[src/rtl/vram_pkg.sv]
// Shared sizes and fill-state encoding for the VRAM arbiter and fill sequencer.
package vram_pkg;

  localparam int unsigned DEPTH  = 600;
  localparam int unsigned ADDR_W = 10;
  localparam int unsigned DATA_W = 32;
  localparam int unsigned STRB_W = DATA_W / 8;

  typedef enum logic [1:0] {IDLE, FILL, DONE} fill_state_t;

  function automatic logic in_range(input logic [ADDR_W-1:0] addr);
    return 32'(addr) < DEPTH;
  endfunction

endpackage

[src/rtl/vram_fill_seq.sv]
// Whole-screen fill engine: walks every VRAM word once, yielding to video fetches.
module vram_fill_seq
  import vram_pkg::*;
(
  input  logic              clk_i,
  input  logic              rst_i,
  input  logic              start_i,
  input  logic              stall_i,
  input  logic [DATA_W-1:0] data_i,
  output logic              req_o,
  output logic [ADDR_W-1:0] addr_o,
  output logic [DATA_W-1:0] data_o,
  output logic              busy_o,
  output logic              done_o
);

  localparam logic [ADDR_W-1:0] LastAddr = ADDR_W'(DEPTH - 1);

  fill_state_t       state_q, state_d;
  logic [ADDR_W-1:0] cnt_q, cnt_d;
  logic [DATA_W-1:0] data_q, data_d;
  logic              busy_q, busy_d;
  logic              done_q, done_d;

  always_comb begin
    state_d = state_q;
    cnt_d   = cnt_q;
    data_d  = data_q;
    unique case (state_q)
      IDLE: begin
        if (start_i) begin
          state_d = FILL;
          cnt_d   = '0;
          data_d  = data_i;
        end
      end
      FILL: begin
        // A stalled cycle neither writes nor advances, so the last word is never skipped.
        if (!stall_i) begin
          if (cnt_q == LastAddr) state_d = DONE;
          else                   cnt_d   = cnt_q + 1'b1;
        end
      end
      DONE:    state_d = IDLE;
      default: state_d = IDLE;
    endcase
    busy_d = (state_d != IDLE);
    done_d = (state_d == DONE);
  end

  always_ff @(posedge clk_i or posedge rst_i) begin
    if (rst_i) begin
      state_q <= IDLE;
      cnt_q   <= '0;
      data_q  <= '0;
      busy_q  <= 1'b0;
      done_q  <= 1'b0;
    end else begin
      state_q <= state_d;
      cnt_q   <= cnt_d;
      data_q  <= data_d;
      busy_q  <= busy_d;
      done_q  <= done_d;
    end
  end

  assign req_o  = (state_q == FILL);
  assign addr_o = cnt_q;
  assign data_o = data_q;
  assign busy_o = busy_q;
  assign done_o = done_q;

endmodule

[src/rtl/vram_arbiter.sv]
// Single-port VRAM arbiter: video > fill > host, one RAM access per cycle.
module vram_arbiter
  import vram_pkg::*;
(
  input  logic              axi_aclk,
  input  logic              axi_areset,
  input  logic              host_req,
  input  logic              host_we,
  input  logic [ADDR_W-1:0] host_addr,
  input  logic [DATA_W-1:0] host_wdata,
  input  logic [STRB_W-1:0] host_wstrb,
  output logic              host_gnt,
  output logic              host_rvalid,
  output logic [DATA_W-1:0] host_rdata,
  input  logic              vid_req,
  input  logic [ADDR_W-1:0] vid_addr,
  output logic              vid_rvalid,
  output logic [DATA_W-1:0] vid_rdata,
  input  logic              fill_start,
  input  logic [DATA_W-1:0] fill_data,
  output logic              fill_busy,
  output logic              fill_done,
  output logic              ram_en,
  output logic [STRB_W-1:0] ram_we,
  output logic [ADDR_W-1:0] ram_addr,
  output logic [DATA_W-1:0] ram_wdata,
  input  logic [DATA_W-1:0] ram_rdata
);

  logic              fill_req;
  logic [ADDR_W-1:0] fill_addr;
  logic [DATA_W-1:0] fill_wdata;

  vram_fill_seq u_fill_seq (
    .clk_i   (axi_aclk),
    .rst_i   (axi_areset),
    .start_i (fill_start),
    .stall_i (vid_req),
    .data_i  (fill_data),
    .req_o   (fill_req),
    .addr_o  (fill_addr),
    .data_o  (fill_wdata),
    .busy_o  (fill_busy),
    .done_o  (fill_done)
  );

  logic              access;
  logic [ADDR_W-1:0] sel_addr;
  logic [STRB_W-1:0] sel_we;
  logic [DATA_W-1:0] sel_wdata;
  logic              hit;

  assign host_gnt = host_req & ~vid_req & ~fill_busy;

  always_comb begin
    access    = 1'b1;
    sel_addr  = host_addr;
    sel_we    = '0;
    sel_wdata = host_wdata;
    if (vid_req) begin
      sel_addr = vid_addr;
    end else if (fill_req) begin
      sel_addr  = fill_addr;
      sel_we    = '1;
      sel_wdata = fill_wdata;
    end else if (host_gnt) begin
      sel_we = host_we ? host_wstrb : '0;
    end else begin
      access = 1'b0;
    end
    // Out-of-range accesses are still granted but never reach the RAM.
    hit       = access & in_range(sel_addr);
    ram_en    = hit;
    ram_we    = hit ? sel_we : '0;
    ram_addr  = sel_addr;
    ram_wdata = sel_wdata;
  end

  logic              host_rvalid_q, host_rvalid_d;
  logic              host_oob_q, host_oob_d;
  logic              vid_rvalid_q, vid_rvalid_d;
  logic              vid_oob_q, vid_oob_d;
  logic [DATA_W-1:0] host_rdata_q, host_rdata_d;
  logic [DATA_W-1:0] vid_rdata_q, vid_rdata_d;

  always_comb begin
    host_rvalid_d = host_gnt & ~host_we;
    host_oob_d    = ~in_range(host_addr);
    vid_rvalid_d  = vid_req;
    vid_oob_d     = ~in_range(vid_addr);
    host_rdata_d  = host_rdata_q;
    vid_rdata_d   = vid_rdata_q;
    if (host_rvalid_q) host_rdata_d = host_oob_q ? '0 : ram_rdata;
    if (vid_rvalid_q)  vid_rdata_d  = vid_oob_q ? '0 : ram_rdata;
  end

  always_ff @(posedge axi_aclk or posedge axi_areset) begin
    if (axi_areset) begin
      host_rvalid_q <= 1'b0;
      host_oob_q    <= 1'b0;
      vid_rvalid_q  <= 1'b0;
      vid_oob_q     <= 1'b0;
      host_rdata_q  <= '0;
      vid_rdata_q   <= '0;
    end else begin
      host_rvalid_q <= host_rvalid_d;
      host_oob_q    <= host_oob_d;
      vid_rvalid_q  <= vid_rvalid_d;
      vid_oob_q     <= vid_oob_d;
      host_rdata_q  <= host_rdata_d;
      vid_rdata_q   <= vid_rdata_d;
    end
  end

  // Read data is live in the rvalid cycle and held in a register afterwards.
  assign host_rvalid = host_rvalid_q;
  assign host_rdata  = host_rdata_d;
  assign vid_rvalid  = vid_rvalid_q;
  assign vid_rdata   = vid_rdata_d;

endmodule

[config.mk]
export PLATFORM = sky130hd
export DESIGN_NAME = vram_arbiter
export DESIGN_NICKNAME = d
export VERILOG_FILES = /design/src/rtl/vram_pkg.sv /design/src/rtl/vram_fill_seq.sv /design/src/rtl/vram_arbiter.sv
export SDC_FILE = /design/constraint.sdc
export NUM_CORES = 1
export LEC_CHECK = 0
export CAP_MARGIN = 25
export CORE_ASPECT_RATIO = 1.25
export CORE_MARGIN = 2
export CORE_UTILIZATION = 38
export DETAILED_ROUTE_END_ITERATION = 10
export PLACE_DENSITY_LB_ADDON = 0.1
export REMOVE_ABC_BUFFERS = 1
export SYNTH_ARGS = -nofsm -noshare
export SYNTH_HDL_FRONTEND = slang
export SYNTH_SLANG_ARGS = --single-unit
export TNS_END_PERCENT = 10
[constraint.sdc]
create_clock -name axi_aclk -period 4.2 [get_ports axi_aclk]
set_input_delay 1.26 -clock axi_aclk [delete_from_list [all_inputs] [get_ports axi_aclk]]
set_output_delay 1.26 -clock axi_aclk [all_outputs]
set_load 0.01 [all_outputs]
# Yosys cells after proc, flatten, opt, wreduce, memory -nomap -nowiden
# Index checks and enable logic that the tools add are counted.
[word_totals]
regBits = 114
inputBits = 126
output_inout_bits = 116
elab_cells = 59
[classes]
add_sub_neg = 1
n_lt_le_gt_ge = 3
eq_ne = 6
mux = 24
bitwise_logic = 9
n_reduce_logical = 5
[ops]
columns = ["cell", "count"]
rows = [
  ["$mux W32", 6],
  ["$mux W10", 5],
  ["$lt A10 B10 Y1 const B", 3],
  ["$mux W4", 5],
  ["$pmux W10 S2", 1],
  ["$add A10 B1 Y10 const B", 1],
  ["$eq A10 B10 Y1 const B", 1],
  ["$mux W2", 3],
  ["$ne A2 B2 Y1 const B", 3],
  ["$not A1 Y1", 5],
  ["$and A1 B1 Y1", 4],
  ["$pmux W2 S2", 1],
  ["$reduce_and A4 Y1", 1],
  ["$reduce_bool A2 Y1", 2],
  ["$mux W1", 3],
  ["$eq A2 B1 Y1 const B", 1],
  ["$eq A2 B2 Y1 const B", 1],
  ["$logic_not A2 Y1", 1],
  ["$reduce_and A2 Y1", 1],
]

# Logic depth before layout (Yosys ltp)
[depth]
depth_word = 8
mapped_depth = 6
depth_no_buf = 5

# Cells and area by module
# A second synthesis with hierarchy kept.
[unflattened]
hier_cells = 582
hier_area_um2 = 5449.0
[by_module_without_submodules]
columns = ["module", "n_inst", "cells_each", "area_each_um2", "seq_area_each_um2"]
rows = [
  ["vram_arbiter", 1, 372, 3454.6, 1701.6],
  ["vram_fill_seq", 1, 210, 1994.4, 1151.1],
]

# Worst setup path after synthesis
# No wires, ideal clock.
[synth_timing]
path_kind = "input port to output port"
start = "input vid_req"
end = "output ram_en"
arrival_ps = 2656
t_required_ps = 2940
setup_slack_ps = 284
cell_stages = 6
n_path_buf = 2
path_cell_list = "buf_2 -> buf_2 -> and2_1 -> a311oi_1 -> o221ai_1 -> a211oi_1"
[synth_between]
elab_chain_len = 7
word_cells_on_any_way = 9
cone_classes = "1 x order compare; 4 x mux; 4 x bitwise"
[synth_rtl]
columns = ["item", "line", "rtl"]
rows = [
  ["start: declaration", "vram_arbiter.sv:15", "input logic vid_req,"],
  ["parallel branches: the longest is 6 deep, another holds $lt A10 B10 Y1", "-", ""],
  ["$and A1 B1 Y1 *", "vram_arbiter.sv:72", "hit = access & in_range(sel_addr);"],
  ["end: declaration", "vram_arbiter.sv:23", "output logic ram_en,"],
]
# Mark *: on every way between the ends.

# Worst setup path in the final report
[layout_timing]
start = "input vid_addr[4]"
end = "output ram_we[0]"
[layout_between]
elab_chain_len = 4
[layout_rtl]
columns = ["item", "line", "rtl"]
rows = [
  ["start: declaration", "vram_arbiter.sv:16", "input logic [ADDR_W-1:0] vid_addr,"],
  ["$mux W10", "vram_arbiter.sv:60", "if (vid_req) begin"],
  ["$lt A10 B10 Y1", "vram_pkg.sv:12", "return 32'(addr) < DEPTH;"],
  ["$and A1 B1 Y1", "vram_arbiter.sv:72", ""],
  ["$mux W4", "vram_arbiter.sv:74", "ram_we = hit ? sel_we : '0;"],
  ["end: declaration", "vram_arbiter.sv:24", "output logic [STRB_W-1:0] ram_we,"],
]
# Every way passes these cells.

==> results.md <==
* I/O pins at roughly 240
* Worst path required time at between 2 and 3 ns
* Design Power at around 0.0036 W
* PortBufs at between 200 and 250
* WL per Instance at between 15 and 20 microns
* CP max-delay cell: clkdlybuf4s50_1
* Max-cap violations at 0
* Cts bufs inserted at 17
* Hold depth at 2
* Largest net degree at the start of global routing at 54
* Post-CTS Setup Inserts at 0
* Run status: finished clean
* Crit path launch type: primary input
* Final slew viol count at 0
* Clk buf depth at 2
* GP Congestion at 0.824
* Reg area at roughly 2900 sq um
* Inserted Diodes at 0
* Final period utilization at 0.990
* Grt total ovfl at 0
* Relative slew slack at 0.502
* Synth warnings at 0
* Clk sinks at between 100 and 150
* Iteration-0 DRC Markers at 264
* Layout Skew at 0.00744 ns
* WP depth at 6
* Antenna Nets Post-Route at 0
* Routed Wire Length at between 15000 and 20000 microns
* Clk Latency, worst-skew pair at about 0.41 ns
* Buf+Inv Stages, Crit Path at 2
* Type of the worst setup path: in -> out
* Maximum fanout along the worst path at 5
* Core footprint at 14200 sq um
* Synth area leaders: dfrtp_1, nand2_1, mux2_2
* Total number of vias at ~5100
* Post-synth top area share at 0.521
* Final Critical Period at between 4 and 5 ns
* Syn Inst Count at roughly 600
* Area of the multi-input gates at about 2300 sq um
* Most frequent cells in the layout: clkdlybuf4s50_1, nand2_1, dfrtp_1, inv_1, o21ai_0
* Rows at between 40 and 50
* Power per cell area at 403 nW/um^2
* Fill count at 1242
* Final Instance Count excl. Fillers at ~1000
* Final setup vio count at 0
* Die width at 111 microns
* RSZ-0062 raised after global routing: true
* TritonCTS clock tree: built
* Lkg Pwr at around 4.1 nW
* Library cells used by synthesis at 45
* Initial Utilization at 0.385
* Die Span Y at ~140 microns
* Area growth from synthesis to layout at 62.1%
* Drt via density at 4.94
* Initial antenna violation count at 0
* Clock slew at the register clock pins of the worst setup and hold paths at ~0.050 ns
* Critical Path AT at about 2.9 ns
* Post-synth top area cell: dfrtp_1
* Critical Path End Type: output pin
* Post-Syn Area at about 5500 sq um
* Top delay family on crit path: compound AO/OA/AOI/OAI gates
* Ys async rst share at 1.00
* Nets@finish at just under 1000
* R2R depth at 5
* Commonest non-fill, non-tap cell in the layout: clkdlybuf4s50_1
* Post-synth EDFFs at 0
* Placed Cells at 1001
* Die Area at 15400 sq um
* Worst path max stage delay at about 0.43 ns
* Hold Vio Cnt, Final at 0
* HP Class: reg -> reg
* Root Buffer: clkbuf_16
* VDD IR-drop max at roughly 0.00024 V
* Share of cells above drive strength 1 at 0.125
* Mapped Avg Cell Area at about 9.2 sq um
* Main flop type after synthesis: dfrtp_1
* Crit-path cells: clkdlybuf4s50_1 -> and2_1 -> a311oi_4 -> o221ai_4 -> a211oi_1 -> clkdlybuf4s15_2
* Register bit total from synthesis at 114
* Number of global-route vias before repair at between 5000 and 6000
* H-tree depth at 4
* DRC Markers at 0
* First-pass DRT Iterations at 4
* Peak Freq at 241 MHz
* Post-DP HPWL at around 12000 microns
* Slew @ Worst Pin at 0.746 ns
* Overall routing resource usage at 0.218
* Global-route wire length before repair at about 27000 microns
* Seq/Total Area, Yosys at 0.521
## cell usage after synthesis, drive strengths merged (2+ instances only)
library cell,instances
dfrtp,114
nor2,7
a211oi,7
o21ai,71
buf,12
or3b,2
o31ai,4
clkbuf,24
nand2b,5
and2,5
nand3,3
and4,2
a311oi,4
nor3b,5
nand3b,33
mux2i,8
nor2b,3
nand4,4
o31a,2
a21oi,11
inv,72
mux2,32
or4,3
nor3,3
and3b,2
nor4bb,4
nand2,141
## report_power, final
part	switching [W]	internal, W	total [W]
Clock	0.000493	0.00106	0.00155
Combinational	0.000307	0.000409	0.000716
Sequential	0.0000858	0.00122	0.00130
## final cells by class
| cell class | instances | share of cell area |
|---|---|---|
| Sequential cell | 114 | 0.322 |
| Clock inverter | 10 | 0.0206 |
| Clock buffer | 21 | 0.0508 |
| Tap cell | 178 | 0.0251 |
| Inverter | 72 | 0.0307 |
| Timing Repair Buffer | 266 | 0.295 |
| Multi-Input combinational cell | 371 | 0.256 |
## final timing paths
| path | slack, ns | end | start |
|---|---|---|---|
| max | 0.04 | ram_we[0] | vid_addr[4] |
| min | 0.47 | u_fill_seq.data_o[14] | u_fill_seq.data_o[14] |
| max reg2reg | 2.16 | u_fill_seq.addr_o[5] | u_fill_seq.addr_o[0] |
| min reg2reg | 0.47 | u_fill_seq.data_o[14] | u_fill_seq.data_o[14] |
| max in group asynchronous | 2.20 | host_rdata_q[19] | axi_areset |
| min in group asynchronous | 1.31 | host_rdata_q[18] | axi_areset |
## per-layer routing
metal	up-vias	global-route usage	share of wire
met1	2444	0.247	0.40
met3	24	0.0517	0.053
li1	2453	-	-
met2	177	0.395	0.53
met5	-	0	0
met4	0	0.0819	0.023
## metrics by stage
step	hold slack, ns	setup WS, ns	util	TNS (ns)	area (sq um)
2_1_floorplan	0.440	-0.0757	-	-8.63	5310
3_3_place_gp	0.457	-0.580	0.575	-18.24	8170
3_5_place_dp	0.466	-0.689	0.575	-20.46	8170
4_1_cts	0.479	-0.134	0.621	-1.41	8830
5_1_grt	0.510	-0.0170	0.624	-0.0170	8870
6_report	0.472	0.0437	0.624	0	8870
## flip-flops by register name, summed over array words and instances, names as in the netlist, 2 cells and up
register / flops
vid_rdata_q: 32
u_fill_seq.state_q: 2
u_fill_seq.data_o: 32
u_fill_seq.addr_o: 10
host_rdata_q: 32
## tightest hold or removal path, delay by kind of cell (launching register included)
| kind | cells | cell delay [ns] |
|---|---|---|
| flops | 1 | 0.34 |
| simple gates | 2 | 0.10 |
## cells by family (layout without fill, tap and decap cells)
logic type | after synthesis | after routing | share of synthesized area
and+or+nand+nor | 226 | 226 | 0.208
adders and majority gates | 1 | 1 | 0.00228
buffers and inverters | 108 | 369 | 0.0788
AOI/OAI and AO/OA | 104 | 104 | 0.109
muxes | 40 | 40 | 0.0804
DFF | 114 | 114 | 0.521
## what timing repair did
| action | in CTS | in global routing |
|---|---|---|
| hold buffers | 0 | 0 |
| endpoints found under the hold margin | 0 | 0 |
| gates resized for setup | 43 | 19 |
| setup endpoints to repair | 42 | 17 |
| pin swaps | 1 | 6 |
(Power assumes the default switching activity.)
